`src/rtl/udt_rx_classifier.sv`:
```
// UDT receive classifier: splits the UDP receive stream into UDT data packets
// (header stripped, metadata attached) and single-record control packets, and
// drops and counts foreign-port, runt or rejected datagrams.
// Optional build macro: UDT_RX_SOCKID_FILTER_EN enables the destination
// socket ID filter in HDR1. When it is undefined, local_socket_id is unused.
//
// state    | meaning
// ---------+----------------------------------------------------------
// HDR0     | waiting for beat 0 (header words 0/1)
// HDR1     | waiting for beat 1 (timestamp / destination socket ID)
// DATA     | forwarding data payload through the output register
// CTRL_PL  | capturing the first control info beat, discarding the rest
// CTRL_OUT | presenting the control record until ctrl_ready
// DROP     | discarding the rest of a rejected datagram
module udt_rx_classifier #(
  parameter logic [15:0] PORT  = 16'd10086,
  parameter int          CNT_W = 16
) (
  input  logic             core_clk,
  input  logic             core_rst_n,
  input  logic             udp_rx_tvalid,
  output logic             udp_rx_tready,
  input  logic [63:0]      udp_rx_tdata,
  input  logic [7:0]       udp_rx_tkeep,
  input  logic             udp_rx_tlast,
  input  logic [31:0]      udp_rx_ip_src,
  input  logic [15:0]      udp_rx_port_src,
  input  logic [15:0]      udp_rx_port_dest,
  input  logic [31:0]      local_socket_id,
  output logic             data_tvalid,
  input  logic             data_tready,
  output logic [63:0]      data_tdata,
  output logic [7:0]       data_tkeep,
  output logic             data_tlast,
  output logic [30:0]      data_seq,
  output logic [31:0]      data_msgno,
  output logic [31:0]      data_peer_ip,
  output logic [15:0]      data_peer_port,
  output logic             ctrl_valid,
  input  logic             ctrl_ready,
  output logic [14:0]      ctrl_type,
  output logic [15:0]      ctrl_ext_type,
  output logic [31:0]      ctrl_add_info,
  output logic [31:0]      ctrl_timestamp,
  output logic [63:0]      ctrl_info,
  output logic             ctrl_info_vld,
  output logic [CNT_W-1:0] drop_cnt,
  output logic [CNT_W-1:0] runt_cnt
);

  typedef enum logic [2:0] {
    HDR0     = 3'd0,
    HDR1     = 3'd1,
    DATA     = 3'd2,
    CTRL_PL  = 3'd3,
    CTRL_OUT = 3'd4,
    DROP     = 3'd5
  } state_e;

  state_e state_q, state_d;

  // Header latches for the packet currently being parsed.
  logic [31:0] word0_q, word1_q, word2_q, ip_q;
  logic [15:0] port_q;

  logic [63:0] info_q;
  logic        info_vld_q;

  // Data output register; sideband is reloaded only with a payload beat so a
  // new header can be absorbed while the previous final beat is still held.
  logic        out_vld_q, out_last_q;
  logic [63:0] out_data_q;
  logic [7:0]  out_keep_q;
  logic [30:0] out_seq_q;
  logic [31:0] out_msgno_q, out_ip_q;
  logic [15:0] out_port_q;

  logic [CNT_W-1:0] drop_q, runt_q;

  // Holds off upstream for the first cycle out of reset so tready is low
  // while reset is asserted.
  logic run_q;

  logic tready;
  logic hdr0_ld, hdr1_ld, out_ld, info_ld, info_clr, drop_inc, runt_inc;
  logic sid_reject;

`ifdef UDT_RX_SOCKID_FILTER_EN
  // Handshake control packets (type 0) arrive before the peer knows our ID.
  assign sid_reject = (local_socket_id != 32'd0)
                   && (udp_rx_tdata[31:0] != local_socket_id)
                   && !(word0_q[31] && (word0_q[30:16] == 15'd0));
`else
  logic unused_sockid;
  assign unused_sockid = ^local_socket_id;
  assign sid_reject    = 1'b0;
`endif

  // State register.
  always_ff @(posedge core_clk or negedge core_rst_n) begin
    if (!core_rst_n) begin
      state_q <= HDR0;
      run_q   <= 1'b0;
    end else begin
      state_q <= state_d;
      run_q   <= 1'b1;
    end
  end

  // Next-state decode, upstream ready and datapath load strobes.
  always_comb begin
    state_d  = state_q;
    tready   = 1'b0;
    hdr0_ld  = 1'b0;
    hdr1_ld  = 1'b0;
    out_ld   = 1'b0;
    info_ld  = 1'b0;
    info_clr = 1'b0;
    drop_inc = 1'b0;
    runt_inc = 1'b0;
    unique case (state_q)
      HDR0: begin
        tready = run_q;
        if (udp_rx_tvalid && run_q) begin
          if (udp_rx_port_dest != PORT) begin
            drop_inc = 1'b1;
            if (!udp_rx_tlast) state_d = DROP;
          end else begin
            hdr0_ld = 1'b1;
            if (udp_rx_tlast) runt_inc = 1'b1;
            else              state_d  = HDR1;
          end
        end
      end
      HDR1: begin
        tready = 1'b1;
        if (udp_rx_tvalid) begin
          hdr1_ld = 1'b1;
          if (sid_reject) begin
            drop_inc = 1'b1;
            state_d  = udp_rx_tlast ? HDR0 : DROP;
          end else if (!word0_q[31]) begin
            if (udp_rx_tlast) begin
              runt_inc = 1'b1;
              state_d  = HDR0;
            end else begin
              state_d = DATA;
            end
          end else begin
            info_clr = 1'b1;
            state_d  = udp_rx_tlast ? CTRL_OUT : CTRL_PL;
          end
        end
      end
      DATA: begin
        tready = !out_vld_q || data_tready;
        if (udp_rx_tvalid && tready) begin
          out_ld = 1'b1;
          if (udp_rx_tlast) state_d = HDR0;
        end
      end
      CTRL_PL: begin
        tready = 1'b1;
        if (udp_rx_tvalid) begin
          if (!info_vld_q)  info_ld = 1'b1;
          if (udp_rx_tlast) state_d = CTRL_OUT;
        end
      end
      CTRL_OUT: begin
        if (ctrl_ready) state_d = HDR0;
      end
      DROP: begin
        tready = 1'b1;
        if (udp_rx_tvalid && udp_rx_tlast) state_d = HDR0;
      end
      default: state_d = HDR0;
    endcase
  end

  // Header latches, control info capture, data output register and counters.
  always_ff @(posedge core_clk or negedge core_rst_n) begin
    if (!core_rst_n) begin
      word0_q     <= '0;
      word1_q     <= '0;
      word2_q     <= '0;
      ip_q        <= '0;
      port_q      <= '0;
      info_q      <= '0;
      info_vld_q  <= 1'b0;
      out_vld_q   <= 1'b0;
      out_last_q  <= 1'b0;
      out_data_q  <= '0;
      out_keep_q  <= '0;
      out_seq_q   <= '0;
      out_msgno_q <= '0;
      out_ip_q    <= '0;
      out_port_q  <= '0;
      drop_q      <= '0;
      runt_q      <= '0;
    end else begin
      if (hdr0_ld) begin
        word0_q <= udp_rx_tdata[63:32];
        word1_q <= udp_rx_tdata[31:0];
        ip_q    <= udp_rx_ip_src;
        port_q  <= udp_rx_port_src;
      end
      if (hdr1_ld) word2_q <= udp_rx_tdata[63:32];
      if (info_clr) begin
        info_q     <= '0;
        info_vld_q <= 1'b0;
      end else if (info_ld) begin
        info_q     <= udp_rx_tdata;
        info_vld_q <= 1'b1;
      end
      if (out_ld) begin
        out_vld_q   <= 1'b1;
        out_data_q  <= udp_rx_tdata;
        out_keep_q  <= udp_rx_tkeep;
        out_last_q  <= udp_rx_tlast;
        out_seq_q   <= word0_q[30:0];
        out_msgno_q <= word1_q;
        out_ip_q    <= ip_q;
        out_port_q  <= port_q;
      end else if (data_tready) begin
        out_vld_q <= 1'b0;
      end
      if (drop_inc && (drop_q != '1)) drop_q <= drop_q + 1'b1;
      if (runt_inc && (runt_q != '1)) runt_q <= runt_q + 1'b1;
    end
  end

  assign udp_rx_tready  = tready;
  assign data_tvalid    = out_vld_q;
  assign data_tdata     = out_data_q;
  assign data_tkeep     = out_keep_q;
  assign data_tlast     = out_last_q;
  assign data_seq       = out_seq_q;
  assign data_msgno     = out_msgno_q;
  assign data_peer_ip   = out_ip_q;
  assign data_peer_port = out_port_q;
  assign ctrl_valid     = (state_q == CTRL_OUT);
  assign ctrl_type      = word0_q[30:16];
  assign ctrl_ext_type  = word0_q[15:0];
  assign ctrl_add_info  = word1_q;
  assign ctrl_timestamp = word2_q;
  assign ctrl_info      = info_q;
  assign ctrl_info_vld  = info_vld_q;
  assign drop_cnt       = drop_q;
  assign runt_cnt       = runt_q;

endmodule

```
`config.mk`:
```
export PLATFORM = sky130hd
export DESIGN_NAME = udt_rx_classifier
export DESIGN_NICKNAME = d
export VERILOG_FILES = /design/src/rtl/udt_rx_classifier.sv
export SDC_FILE = /design/constraint.sdc
export NUM_CORES = 1
export LEC_CHECK = 0
export ABC_AREA = 1
export BUFFER_PORTS_ARGS = -buffer_cell sky130_fd_sc_hd__buf_2
export CAP_MARGIN = 20
export CORE_AREA = 5 5 212 214
export DETAILED_ROUTE_END_ITERATION = 10
export DIE_AREA = 0 0 217 219
export PLACE_DENSITY_LB_ADDON = 0.2
export SYNTH_ARGS = -nofsm -noshare
export SYNTH_HDL_FRONTEND = slang
export SYNTH_SLANG_ARGS = --single-unit
```
`constraint.sdc`:
```
create_clock -name core_clk -period 3.4 [get_ports core_clk]
set_input_delay 0.34 -clock core_clk [delete_from_list [all_inputs] [get_ports core_clk]]
set_output_delay 0.34 -clock core_clk [all_outputs]
set_load 0.02 [all_outputs]
```
==> results of run 1 <==
[registers in the layout, summed over array words and instances, names as in the netlist, 32 cells and up]
register	count
data_peer_ip	32
ip_q	32
word0_q	32
ctrl_info	64
ctrl_timestamp	32
data_msgno	32
ctrl_add_info	32
data_tdata	64
[power groups by stage]
stage          logic [uW]  registers (uW)  clock network [uW]
5_1_grt              4870            6850                5490
4_1_cts              4560            6720                5260
2_1_floorplan        1440            7960                   0
3_5_place_dp         4520            6780                   0
6_report             4470            6710                5130
3_3_place_gp         4460            6750                   0
[metal layers]
metal | part of all wire (%) | up-vias | track usage, %
met1 | 42 | 6416 | 28.1
li1 | - | 6281 | -
met3 | 7.5 | 98 | 5.90
met2 | 47 | 438 | 33.7
met5 | 0.039 | - | 0
met4 | 3.3 | 4 | 7.12
[per-stage QoR]
step                hold slack, ns  cells  area, sq um  setup WS (ns)  util, %
global route               0.00575   2734        22100           1.07     51.7
CTS                      0.0000919   2730        22000          0.930     51.6
detailed placement           0.448   2620        20200          0.940     47.3
finish                      0.0299   2735        22100           1.22     51.7
global placement             0.441   2620        20200           1.00     47.3
floorplan                   0.0444   1639        17300           1.72        -
[logic make-up (layout without fill, tap and decap cells)]
logic type	after synthesis	in the layout	synth area share, %
buffers and inverters	323	869	8.84
other	1	5	0.0216
AOI/OAI and AO/OA	288	288	8.84
muxes	119	119	7.73
xor gates and xnor gates	22	22	1.11
DFF	430	430	62.1
and+or+nand+nor	454	454	11.2
adders and majority gates	2	2	0.144
[repair_timing]
item                                   4_1_cts  5_1_grt
buffers inserted                             0        0
hold buffers                                29        0
gates resized for setup                      0        0
endpoints found under the hold margin      112        0
[placed cells by master, fill, tap and decap left out, drive strengths merged]
master / synthesis / final
nand4: 9 / 9
clkbuf: 10 / 71
xnor2: 13 / 13
clkinvlp: 0 / 1
clkinv: 1 / 7
dlygate4sd3: 0 / 29
bufinv: 0 / 3
conb: 1 / 1
o22ai: 64 / 64
inv: 213 / 213
ha: 2 / 2
mux2: 119 / 119
xor2: 9 / 9
nand3: 38 / 38
o21ai: 219 / 219
dfrtp: 430 / 430
buf: 99 / 545
nor2: 46 / 46
nand2: 354 / 354
nor3: 7 / 7
o221ai: 1 / 1
a21oi: 3 / 3
diode: 0 / 4
o31ai: 1 / 1
[layout make-up]
| class | instances | area share (%) |
|---|---|---|
| inverters | 214 | 3.64 |
| clock inverters | 10 | 0.595 |
| multi-input cells | 886 | 22.9 |
| diodes | 4 | 0.0453 |
| repair buffers | 574 | 14.6 |
| flip-flops and latches | 430 | 48.7 |
| well taps | 546 | 3.09 |
| clock buffers | 71 | 6.47 |
[critical path: cells and delay by family, from the launching register on]
kind / cells / cell delay, ns
AND/OR/NAND/NOR: 2 / 0.56
flip-flops: 1 / 0.54
buffers and inverters: 2 / 0.50
multiplexers: 1 / 0.37
[final timing paths]
kind                                           end  depth (start not counted)               start
worst max-delay path                   data_seq[4]                          5          state_q[1]
worst min-delay path                     port_q[8]                          3  udp_rx_port_src[8]
worst max register to register         data_seq[4]                          5          state_q[1]
worst min register to register       data_tdata[0]                          2       data_tdata[0]
max in group asynchronous              drop_cnt[0]                          3          core_rst_n
min in group asynchronous       data_peer_port[11]                          2          core_rst_n
==> results.md, run 1 <==
- Outcome: finished clean
- Via count normalized by instance count: 4.84
- Synthesized instance count: 1,639
- Total Nets Final: 2,328
- Clock skew after layout: between 0.01 and 0.015 ns
- Setup TNS Final: 0 ns
- Remaining number of nets flagged by the antenna check after routing: 0
- Most area-hungry cell type in the Yosys netlist: dfrtp_1
- Worst hold path class: primary input to flip-flop
- H-tree level count: 2
- Wire length of the first global-routing pass: 79,300 um
- Yosys Warn Count: 0
- Count of final hold-check violations: 0
- Floorplan Core Area: 42,700 sq um
- Top post-synthesis cells by area: dfrtp_1 (62%), nand2_1 (7.3%), mux2_1 (5.1%)
- RSZ-0062 raised after global routing: false
- Die width: 217 um
- CP max-delay cell: dfrtp_1
- Number of global-route vias before repair: around 13,000
- Top fanout value on the critical path: between 50 and 60
- Max Slew Vio Count: 0
- Data arrival, critical path: roughly 2.6 ns
- Final Wtd Congestion: about 0.83
- Wire length per cell after detailed routing: 18.8 um
- Synthesized cell area: roughly 17,000 sq um
- FP Rows: between 70 and 80
- PwrDens: 739 nW/um^2
- Number of enable flip-flop cells after synthesis: 0
- Worst-case register-to-register setup slack: 1.22 ns
- Initial core utilization: 40.6%
- Most frequently used cell type in the post-synthesis netlist: dfrtp_1
- Final number of setup-violating endpoints: 0
- Skew-Pair Late Insertion Delay: 0.56 ns
- Area share of the largest cell type after synthesis: 62.1%
- Critical path launch point type: flip-flop
- Synthesis-to-layout area growth: 27.4%
- Global routing usage summed across all routing layers: 21.1%
- Fraction of registers with async set/reset: 100%
- Die Y: 219 um
- Synth Net Count: 1,815
- Total clock buffers created by CTS: 46
- Portion of the post-synthesis area used by sequential elements: 62.1%
- Pin count of the biggest net entering global routing: about 120
- Final worst path period need: approximately 2.2 ns
- Worst-margin pin slew: 0.932 ns
- Pre-antenna DRT Iters: 6
- Static Leakage: ~0.012 uW
- Buffers from clock root to sink, at most: 3
- Net Switching: ~5600 uW
- Clock root buffer: clkbuf_16
- Combined area of the multi-input logic cells: 5050 sq um
- Initial DRC Count: 1,009
- Part of the cycle the worst path needs: 64.0%
- Number of antenna violations at the first check in global routing: 7
- Peak per-stage delay on the critical path: 0.54 ns
- Mean cell area of the mapped netlist: roughly 11 sq um
- TritonCTS sink count: 430
- Overall Power: 16,300 uW
- Share of layout cells above drive strength 1: 31.6%
- Flop and latch count out of synthesis: 430
- # IOs: 553
- Number of remaining DRC errors: 0
- Area of the die: between 40,000 and 50,000 sq um
- Share of power burned in combinational logic: between 20% and 30%
- Cell variety after synth: 36
- Clock share of power: 31.4%
- Req. time, crit path: about 3.8 ns
- Internal power contribution: 10,700 uW
- List of most frequent post-synthesis cells: dfrtp_1 (430), nand2_1 (337), inv_1 (210), o21ai_1 (163), mux2_1 (79)
- Register area: 10,800 sq um
- Number of maximum-capacitance constraint violations: 0
- Slew Limit Headroom: 37.8%
- Total half-perimeter wirelength after legalization and detailed placement: 36,500 um
- Most frequently used flop master after synthesis: dfrtp_1
- Post-Route WL: 51,300 um
- Count of input and output buffers: 520
- Remaining global-route overflow: 0
- Maximum resistive drop on vdd: 0.000422 V
- Sort of element at the end of the critical path: flip-flop
- Clock transition at the registers of the reported paths: 0.06 ns
- Number of fill cells in the layout: roughly 4,000
- Sequential Power Share: roughly two fifths
- Startpoint-to-endpoint class of the critical path: flip-flop to flip-flop
- Routed via count: 13,200
- Proportion of total power due to net switching: 34.6%
- Fmax achieved: approximately 460 MHz
- TritonCTS clock tree: yes
- Worst path cell trace: nand2_1, clkinv_1, nand4_4, buf_12, mux2_1
Note: power is estimated with default switching activity, not from simulation.
==> run 2, diff against run 1 <==
ABC_AREA = 0   (was 1)
CORE_AREA = 5 5 209 211   (was 5 5 212 214)
DIE_AREA = 0 0 214 216   (was 0 0 217 219)
clock period = 1.9 ns   (was 3.4 ns; I/O delays follow)
==> run 2 against run 1 <==
  * Via count decreased by 13%
  * Clock power rose by 75%
  * First-iteration DRC count decreased by 47%
  * Worst setup slack got worse by 1.2 ns
  * Final cell count is 15% lower
  * Sequential share of layout area shrank 2.3 points
  * Synthesized cell count shrank 35%
  * Fmax rose by 19%
  * Count of clock-buffer cells in the layout decreased by 4
  * Largest cell class unchanged
  * Global-route usage is 0.84 points lower
  * Non-clock buffer count grew 139
  * Flip-flop and latch count is the same
==> results.md, run 2 <==
- Cell variety after synth: 48 (was 36)
- DP Area: 20,300 sq um (was 20,200 sq um)
- Setup TNS Final: 0 ns (unchanged)
- Part of the cycle the worst path needs: 96.2% (was 64.0%)
- Via count normalized by instance count: 4.97 (was 4.84)
- Most frequent standard cell in the layout excluding fill and tap cells: buf_2 (unchanged)
- Floorplan Core Area: 41,600 sq um (was 42,700 sq um)
- Portion of the post-synthesis area used by sequential elements: 64.0% (was 62.1%)
- Req. time, crit path: 2.34 ns (was 3.84 ns)
- Register area: 10,800 sq um (about the same)
- H-tree level count: 2 (unchanged)
- Initial core utilization: 40.4% (was 40.6%)
- Sort of element at the end of the critical path: flip-flop (unchanged)
- Final number of setup-violating endpoints: 0 (unchanged)
- Synthesis-to-layout area growth: 38.0% (was 27.4%)
- Outcome: finished clean (unchanged)
- Number of global-route vias before repair: 12,500 (was 13,500)
- Min-Delay Path Depth: 3 (unchanged)
- Area of all placed cells without fillers: 23,200 sq um (was 22,100 sq um)
- Maximum resistive drop on vdd: 0.000831 V (was 0.000422 V)
- Synthesized instance count: 1,063 (was 1,639)
- Number of fill cells in the layout: 3,437 (was 3,968)
- Depth of the worst register-to-register path: 6 (was 5)
- Number of antenna violations at the first check in global routing: 1 (was 7)
- Max Slew Vio Count: 0 (unchanged)
- Count of input and output buffers: 520 (unchanged)
- Most area-hungry cell type in the Yosys netlist: dfrtp_1 (unchanged)
- TritonCTS sink count: 430 (unchanged)
- Number of enable flip-flop cells after synthesis: 0 (unchanged)
- Global routing usage summed across all routing layers: 20.3% (was 21.1%)
- Number of remaining DRC errors: 0 (unchanged)
- Worst-case register-to-register setup slack: 0.07 ns (was 1.22 ns)
- Final Wtd Congestion: 0.824 (was 0.835)
- Final worst setup slack: 0.0718 ns (was 1.22 ns)
- Synthesized cell area: 16,800 sq um (was 17,300 sq um)
- Skew-Pair Late Insertion Delay: 0.56 ns (about the same)
- Endpoint of the most critical register-to-register path: data_tkeep[5] (was data_seq[4])
- Top fanout value on the critical path: 26 (was 58)
- Wire length per cell after detailed routing: 20.6 um (was 18.8 um)
- Clock skew after layout: 0.00959 ns (was 0.0125 ns)
- Static Leakage: 0.0124 uW (about the same)
- Die width: 214 um (was 217 um)
- # IOs: 553 (unchanged)
- Fraction of registers with async set/reset: 100% (unchanged)
- Final worst path period need: 1.83 ns (was 2.18 ns)
- Pre-antenna DRT Iters: 4 (was 6)
- Area of the die: 46,200 sq um (was 47,500 sq um)
- Remaining global-route overflow: 0 (unchanged)
- Total half-perimeter wirelength after legalization and detailed placement: 34,400 um (was 36,500 um)
- Die Y: 216 um (was 219 um)
- Startpoint-to-endpoint class of the critical path: flip-flop to flip-flop (unchanged)
- Flop and latch count out of synthesis: 430 (unchanged)
- Total clock buffers created by CTS: 46 (unchanged)
- PwrDens: 1270 nW/um^2 (was 739 nW/um^2)
- Count of final hold-check violations: 0 (unchanged)
- List of most frequent post-synthesis cells: dfrtp_1 (430), mux2_2 (305), a22o_1 (64), buf_4 (43), mux2_1 (27) (was dfrtp_1 (430), nand2_1 (337), inv_1 (210), o21ai_1 (163), mux2_1 (79))
- Share of layout cells above drive strength 1: 56.4% (was 31.6%)
- Clock root buffer: clkbuf_16 (unchanged)
- Pin count of the biggest net entering global routing: 51 (was 119)
- TritonCTS clock tree: yes (unchanged)
- Top library cells by usage in the layout, fill and taps aside: buf_2 (519), dfrtp_1 (427), mux2_2 (305), dlygate4sd3_1 (122), a22o_1 (64) (was buf_2 (519), dfrtp_1 (430), nand2_1 (337), inv_1 (210), o21ai_1 (163))
- Total Nets Final: 1,915 (was 2,328)
- Most frequently used cell type in the post-synthesis netlist: dfrtp_1 (unchanged)
- FP Rows: 75 (was 76)
- Buffers from clock root to sink, at most: 3 (unchanged)
- Mean cell area of the mapped netlist: 15.8 sq um (was 10.6 sq um)
- Critical path launch point type: flip-flop (unchanged)
- Clock transition at the registers of the reported paths: 0.06 ns (about the same)
- Yosys Warn Count: 0 (unchanged)
- Synth Net Count: 1,239 (was 1,815)
- Post-Route WL: 47,700 um (was 51,300 um)
- Combined area of the multi-input logic cells: 5420 sq um (was 5050 sq um)
- Worst r2r src: state_q[2] (was state_q[1])
- Routed via count: 11,500 (was 13,200)
- Top post-synthesis cells by area: dfrtp_1 (64%), mux2_2 (20%), a22o_1 (3.3%) (was dfrtp_1 (62%), nand2_1 (7.3%), mux2_1 (5.1%))
- Area share of the largest cell type after synthesis: 64.0% (was 62.1%)
- Initial DRC Count: 536 (was 1,009)
- Remaining number of nets flagged by the antenna check after routing: 0 (unchanged)
- Start point of the worst min-delay path: data_tready (was udp_rx_port_src[8])
- Most frequently used flop master after synthesis: dfrtp_1 (unchanged)
- Worst hold path class: primary input to flip-flop (unchanged)
- Fmax achieved: 547 MHz (was 460 MHz)
- Setup Slack @ Placement: -0.00945 ns (was 0.940 ns)
- Overall Power: 29,400 uW (was 16,300 uW)
- WHS Endpoint: data_tvalid (was port_q[8])
- Number of maximum-capacitance constraint violations: 0 (unchanged)
- Data arrival, critical path: 2.27 ns (was 2.62 ns)
- Wire length of the first global-routing pass: 75,100 um (was 79,300 um)
[run 2: how the worst max path moves through the flow]
stage / start / to / slack [ns]
finish: state_q[2] / data_tkeep[5] / 0.07
global route: state_q[2] / data_tdata[8] / -0.006
CTS: state_q[2] / data_tdata[3] / 0.008
detailed placement: state_q[2] / data_tdata[2] / -0.009
global placement: state_q[2] / data_msgno[3] / 0.03
floorplan: runt_cnt[0] / runt_cnt[1] / 0.05
[run 2: metrics by stage]
step | hold slack, ns | instances | utilization (%)
2_1_floorplan | -0.106 | 1063 | -
3_5_place_dp | 0.158 | 2103 | 48.9
5_1_grt | 0.0393 | 2312 | 55.8
3_3_place_gp | 0.156 | 2103 | 48.9
4_1_cts | 0.0285 | 2306 | 55.5
6_report | 0.0507 | 2312 | 55.8
[run 2: final cells by class]
class,count,area share (%)
Multi-Input combinational cell,542,23.4
Clock buffer,67,5.92
Sequential cell,430,46.4
Timing Repair Buffer,713,20.6
Tap cell,539,2.91
Antenna cell,1,0.0108
Clock inverter,14,0.680
Inverter,6,0.0972
[run 2: cells by family after synthesis]
logic type | share of synthesized area [%]
adders and majority gates | 0.149
muxes | 22.3
AOI/OAI and AO/OA | 4.21
DFF | 64.0
and+or+nand+nor | 3.92
xor gates and xnor gates | 1.46
other | 0.0223
buffers and inverters | 3.94
[run 2: power breakdown]
group          switching [uW]  leakage, uW  internal [uW]
Sequential               1020      0.00577          11000
Clock                    3580     0.000754           5400
Combinational            4950      0.00584           3500
Total                    9550       0.0124          19900
[run 2: metal layers]
layer	global-route usage [%]	vias to the layer above	wire length (um)
li1	-	5147	-
met1	25.8	5846	19600
met2	33.8	396	23300
met3	5.72	91	3160
met4	6.72	0	1560
met5	0	-	0
[run 2: critical path, cell delays in order (launching register included)]
cell     delay (ns)
dfrtp_2        0.44
nor2b_4        0.19
nand2_2        0.13
nor2_4         0.16
buf_12         0.19
buf_12         0.21
mux2_2         0.37
[run 2: repair_timing]
action | 4_1_cts | 5_1_grt
gates cloned | 0 | 1
endpoints found under the setup margin | 19 | 293
hold buffers | 122 | 0
endpoints found under the hold margin | 620 | 0
pin swaps | 1 | 4
setup buffers | 0 | 4
resized for setup | 1 | 8
